**src/rtl/turn_signal_pkg.sv**
```systemverilog
// Shared types and helpers for the tail-light turn-signal sequencer.
// Optional brake overlay is selected by TURN_SIGNAL_BRAKE_EN.
package turn_signal_pkg;

    typedef enum logic [1:0] {
        IDLE,
        LEFT,
        RIGHT,
        HAZ
    } mode_e;

    localparam int DEF_LAMPS    = 3;
    localparam int DEF_TICK_DIV = 1;
    localparam int MAX_LAMPS    = 64;

    // Low n bits set; callers narrow the result to their lamp width.
    function automatic logic [MAX_LAMPS-1:0] thermo(input int unsigned n);
        logic [MAX_LAMPS-1:0] t;
        for (int unsigned i = 0; i < MAX_LAMPS; i++) begin
            t[i] = (i < n);
        end
        return t;
    endfunction

endpackage

```
**src/rtl/turn_signal_prescaler.sv**
```systemverilog
// Step prescaler: counts 0..TICK_DIV-1 and flags the last count as a tick.
// clear holds/reloads the count at zero.
module turn_signal_prescaler #(
    parameter int TICK_DIV = 1
) (
    input  logic clk,
    input  logic reset,
    input  logic clear,
    output logic tick
);

    localparam int CW = (TICK_DIV > 1) ? $clog2(TICK_DIV) : 1;
    localparam logic [CW-1:0] LAST = CW'(TICK_DIV - 1);

    logic [CW-1:0] count_q;
    logic [CW-1:0] count_d;

    assign tick = (count_q == LAST);

    always_comb begin
        count_d = count_q + CW'(1);
        if (clear || tick) begin
            count_d = '0;
        end
    end

    always_ff @(posedge clk or posedge reset) begin
        if (reset) begin
            count_q <= '0;
        end else begin
            count_q <= count_d;
        end
    end

endmodule

```
**src/rtl/turn_signal_sequencer.sv**
```systemverilog
// Tail-light sequencer: left/right thermometer sweep and hazard flash.
// Define TURN_SIGNAL_BRAKE_EN to add the brake_sw overlay input.
module turn_signal_sequencer
    import turn_signal_pkg::*;
#(
    parameter int LAMPS    = DEF_LAMPS,
    parameter int TICK_DIV = DEF_TICK_DIV
) (
    input  logic             clk,
    input  logic             reset,
`ifdef TURN_SIGNAL_BRAKE_EN
    input  logic             brake_sw,
`endif
    input  logic             left_sw,
    input  logic             right_sw,
    input  logic             hazard_sw,
    output logic [LAMPS-1:0] l_lamps,
    output logic [LAMPS-1:0] r_lamps,
    output logic             busy
);

    localparam int SW = $clog2(LAMPS + 1);
    localparam logic [SW-1:0] LAST_STEP = SW'(LAMPS);
    localparam logic [LAMPS-1:0] ALL_ON = '1;

    mode_e            state_q, state_d;
    logic [SW-1:0]    step_q, step_d;
    logic             haz_on_q, haz_on_d;
    logic [LAMPS-1:0] l_lamps_q, l_lamps_d;
    logic [LAMPS-1:0] r_lamps_q, r_lamps_d;
    logic [SW-1:0]    next_step;
    logic             haz_req;
    logic             clear;
    logic             tick;
    logic             brake;

`ifdef TURN_SIGNAL_BRAKE_EN
    assign brake = brake_sw;
`else
    assign brake = 1'b0;
`endif

    turn_signal_prescaler #(
        .TICK_DIV (TICK_DIV)
    ) u_presc (
        .clk   (clk),
        .reset (reset),
        .clear (clear),
        .tick  (tick)
    );

    assign haz_req   = hazard_sw | (left_sw & right_sw);
    assign next_step = (step_q == LAST_STEP) ? '0 : step_q + SW'(1);
    assign clear     = (state_q == IDLE) || (state_d != state_q);

    always_comb begin
        state_d  = state_q;
        step_d   = step_q;
        haz_on_d = haz_on_q;
        unique case (state_q)
            IDLE: begin
                if (haz_req) begin
                    state_d  = HAZ;
                    haz_on_d = 1'b1;
                end else if (left_sw) begin
                    state_d = LEFT;
                    step_d  = SW'(1);
                end else if (right_sw) begin
                    state_d = RIGHT;
                    step_d  = SW'(1);
                end
            end
            LEFT, RIGHT: begin
                if (haz_req) begin
                    state_d  = HAZ;
                    step_d   = '0;
                    haz_on_d = 1'b1;
                end else if ((state_q == LEFT) ? !left_sw : !right_sw) begin
                    state_d = IDLE;
                    step_d  = '0;
                end else if (tick) begin
                    step_d = next_step;
                end
            end
            HAZ: begin
                if (!haz_req) begin
                    state_d  = IDLE;
                    haz_on_d = 1'b0;
                end else if (tick) begin
                    haz_on_d = !haz_on_q;
                end
            end
        endcase
    end

    // Lamps follow the next state so they change on the same edge.
    always_comb begin
        l_lamps_d = '0;
        r_lamps_d = '0;
        case (state_d)
            IDLE: begin
                if (brake) begin
                    l_lamps_d = ALL_ON;
                    r_lamps_d = ALL_ON;
                end
            end
            LEFT: begin
                l_lamps_d = LAMPS'(thermo(32'(step_d)));
                if (brake) r_lamps_d = ALL_ON;
            end
            RIGHT: begin
                r_lamps_d = LAMPS'(thermo(32'(step_d)));
                if (brake) l_lamps_d = ALL_ON;
            end
            default: begin
                l_lamps_d = {LAMPS{haz_on_d}};
                r_lamps_d = {LAMPS{haz_on_d}};
            end
        endcase
    end

    always_ff @(posedge clk or posedge reset) begin
        if (reset) begin
            state_q   <= IDLE;
            step_q    <= '0;
            haz_on_q  <= 1'b0;
            l_lamps_q <= '0;
            r_lamps_q <= '0;
        end else begin
            state_q   <= state_d;
            step_q    <= step_d;
            haz_on_q  <= haz_on_d;
            l_lamps_q <= l_lamps_d;
            r_lamps_q <= r_lamps_d;
        end
    end

    assign l_lamps = l_lamps_q;
    assign r_lamps = r_lamps_q;
    assign busy    = (state_q != IDLE);

endmodule

```
**config.mk**
```make
export PLATFORM = sky130hd
export DESIGN_NAME = turn_signal_sequencer
export DESIGN_NICKNAME = d
export VERILOG_FILES = /design/src/rtl/turn_signal_pkg.sv /design/src/rtl/turn_signal_prescaler.sv /design/src/rtl/turn_signal_sequencer.sv
export SDC_FILE = /design/constraint.sdc
export NUM_CORES = 1
export LEC_CHECK = 0
export CAP_MARGIN = 20
export CORE_MARGIN = 2
export CORE_UTILIZATION = 50
export CTS_BUF_LIST = sky130_fd_sc_hd__clkbuf_16
export DETAILED_ROUTE_END_ITERATION = 8
export PLACE_DENSITY = 0.74
export SLEW_MARGIN = 20
export SYNTH_ARGS = -nofsm -noshare
export SYNTH_HDL_FRONTEND = slang
export SYNTH_HIERARCHICAL = 1
export SYNTH_SLANG_ARGS = --single-unit
```
**constraint.sdc**
```tcl
create_clock -name clk -period 2.5 [get_ports clk]
set_input_delay 0.25 -clock clk [delete_from_list [all_inputs] [get_ports clk]]
set_output_delay 0.25 -clock clk [all_outputs]
set_load 0.01 [all_outputs]
```
==> flow_metrics.env <==
export IMPL_p_leak_nw=0.427
export IMPL_clock_latency_ps=240
export IMPL_path_cells="inv_1 -> ha_1 -> inv_1 -> or4_1 -> nand4_2 -> nand2_1 -> o31ai_1"
export IMPL_areaGrowthSynthToFinish_pct=24.2
export IMPL_cts_buffers=3
export IMPL_syn_nets=90
export IMPL_finalCriticalPeriod_ps=2110
export IMPL_hold_violations=0
export IMPL_clock_skew_ps=2.95
export IMPL_dieArea_um2=1900
export IMPL_hold_buffers=0
export IMPL_num_rows=14
export IMPL_vias_per_cell=5.68
export IMPL_cts_htree_levels=1
export IMPL_crit_type="reg2reg"
export IMPL_fmax_mhz=474
export IMPL_detail_route_wl_per_cell_um=14.0
export IMPL_cap_violations=0
export IMPL_ys_warn_count=6
export IMPL_post_route_drc_count=0
export IMPL_clock_sinks=12
export IMPL_cp_required_ps=2640
export IMPL_worstPathMaxFanout=8
export IMPL_clkTransAtPathRegs_ps=40
export IMPL_vias=625
export IMPL_finalSetupViolations=0
export IMPL_antenna_found_initial=0
export IMPL_syn_area_per_cell_um2=9.54
export IMPL_dp_hpwl_mm=1.16
export IMPL_cpMostUsedCell="inv_1"
export IMPL_vdd_drop_max_v=0.000763
export IMPL_die_h_um=43.5
export IMPL_outcome="finished, final reports clean"
export IMPL_drtAntennaViolNets=0
export IMPL_clk_path_buf_depth=2
export IMPL_grt_first_pass_wirelength_mm=2.71
export IMPL_fp_dieW_um=43.5
export IMPL_hold_class="in2async"
export IMPL_start_kind="register"
export IMPL_drive_gt1_frac=0.128
export IMPL_drt_total_wl_mm=1.54
export IMPL_drv_slew=0
export IMPL_syn_inst=82
export IMPL_slowest_delay_ps=510
export IMPL_io_buffer_count=11
export IMPL_grt_max_degree=13
export IMPL_start_util=0.525
export IMPL_tns_ps=0
export IMPL_power_mw=1.30
export IMPL_diodes=0
export IMPL_critical_path_slowest_cell="or4_1"
export IMPL_power_density_nw_per_um2=1340
export IMPL_cts_tree="built"
export IMPL_nNetsFinal=103
export IMPL_cts_root_buf="clkbuf_16"
export IMPL_first_global_vias=604
export IMPL_post_route_period_util=0.844
export IMPL_syn_area_um2=782
export IMPL_drt_pre_antenna_iters=4
export IMPL_postCtsSetupBuffers=0
export IMPL_end_kind="register"
export IMPL_io_pins=12
export IMPL_rsz0062_at_grt="no"
export IMPL_track_usage=0.193
export IMPL_crit_arrival_ps=2250
export IMPL_routabilityCongestion=0.743
export IMPL_overflow=0
export IMPL_drt_iter0_drc=10
export IMPL_core_um2=1490
export IMPL_ctsResizeCount=0
[flip-flops by register name, indices dropped and copies added (netlist names)]
signal	count
r_lamps	3
step_q	2
state_q	2
l_lamps	3
u_presc/count_q	1
haz_on_q	1
[area by class of cell]
type	instances	area, um^2
clock inverter	1	3.75
tap	16	20.0
sequential	12	300
multi-input combinational	57	420
fill	115	518
inverter	9	33.8
timing repair buffer	12	118
clock buffer	3	75.1
[routing by layer]
metal	vias to the layer above	part of all wire	track usage
li1	312	-	-
met1	300	0.46	0.257
met2	11	0.50	0.312
met3	2	0.030	0.0208
met4	0	0.0071	0.0909
met5	-	0	0
[report_power, final]
group          total, mW  internal [mW]  switching, mW  leakage, nW
sequential         0.329          0.276         0.0521        0.150
clock              0.285          0.210         0.0750       0.0385
combinational      0.689          0.305          0.385        0.239
total               1.30          0.791          0.512        0.427
[cell usage in the layout (no fill, tap or decap), types with 2 or more instances in the layout]
| cell type | count |
|---|---|
| inv_1 | 7 |
| dfrtp_1 | 12 |
| nor2b_1 | 3 |
| o211ai_1 | 3 |
| o22ai_1 | 2 |
| nand2b_1 | 2 |
| nand2_1 | 4 |
| xnor2_1 | 2 |
| ha_1 | 3 |
| nor2_1 | 7 |
| a21oi_1 | 3 |
| o21ai_0 | 4 |
| clkdlybuf4s50_1 | 11 |
| clkbuf_16 | 3 |
| a21o_1 | 3 |
| and3b_1 | 2 |
| o31ai_1 | 2 |
| inv_2 | 2 |
[final timing paths]
kind / startpoint / to / slack, ps / depth (start not counted)
min in group clk: step_q[0] / step_q[0] / 670 / 2
hold reg to reg: step_q[0] / step_q[0] / 670 / 2
setup / recovery: state_q[1] / l_lamps[2] / 390 / 7
max in group asynchronous: reset / l_lamps[2] / 1900 / 2
hold / removal: reset / u_presc/count_q / 170 / 2
setup reg to reg: state_q[1] / l_lamps[2] / 390 / 7
[worst max-delay path: cells and delay by family (launching register included)]
| family | cells | cell delay, ps |
|---|---|---|
| AOI/OAI and AO/OA | 1 | 210 |
| adders and majority gates | 1 | 370 |
| buffers and inverters | 2 | 250 |
| DFF | 1 | 430 |
| and+or+nand+nor | 3 | 750 |
[per-stage QoR]
step	instances	util	area, um^2	setup slack (ps)	hold WS [ps]
5_1_grt	110	0.652	971	201	201
3_5_place_dp	106	0.599	892	338	423
6_report	110	0.652	971	390	171
3_3_place_gp	106	0.599	892	359	420
4_1_cts	110	0.652	971	378	174
2_1_floorplan	82	-	782	641	-21.3
(Power assumes the default switching activity.)
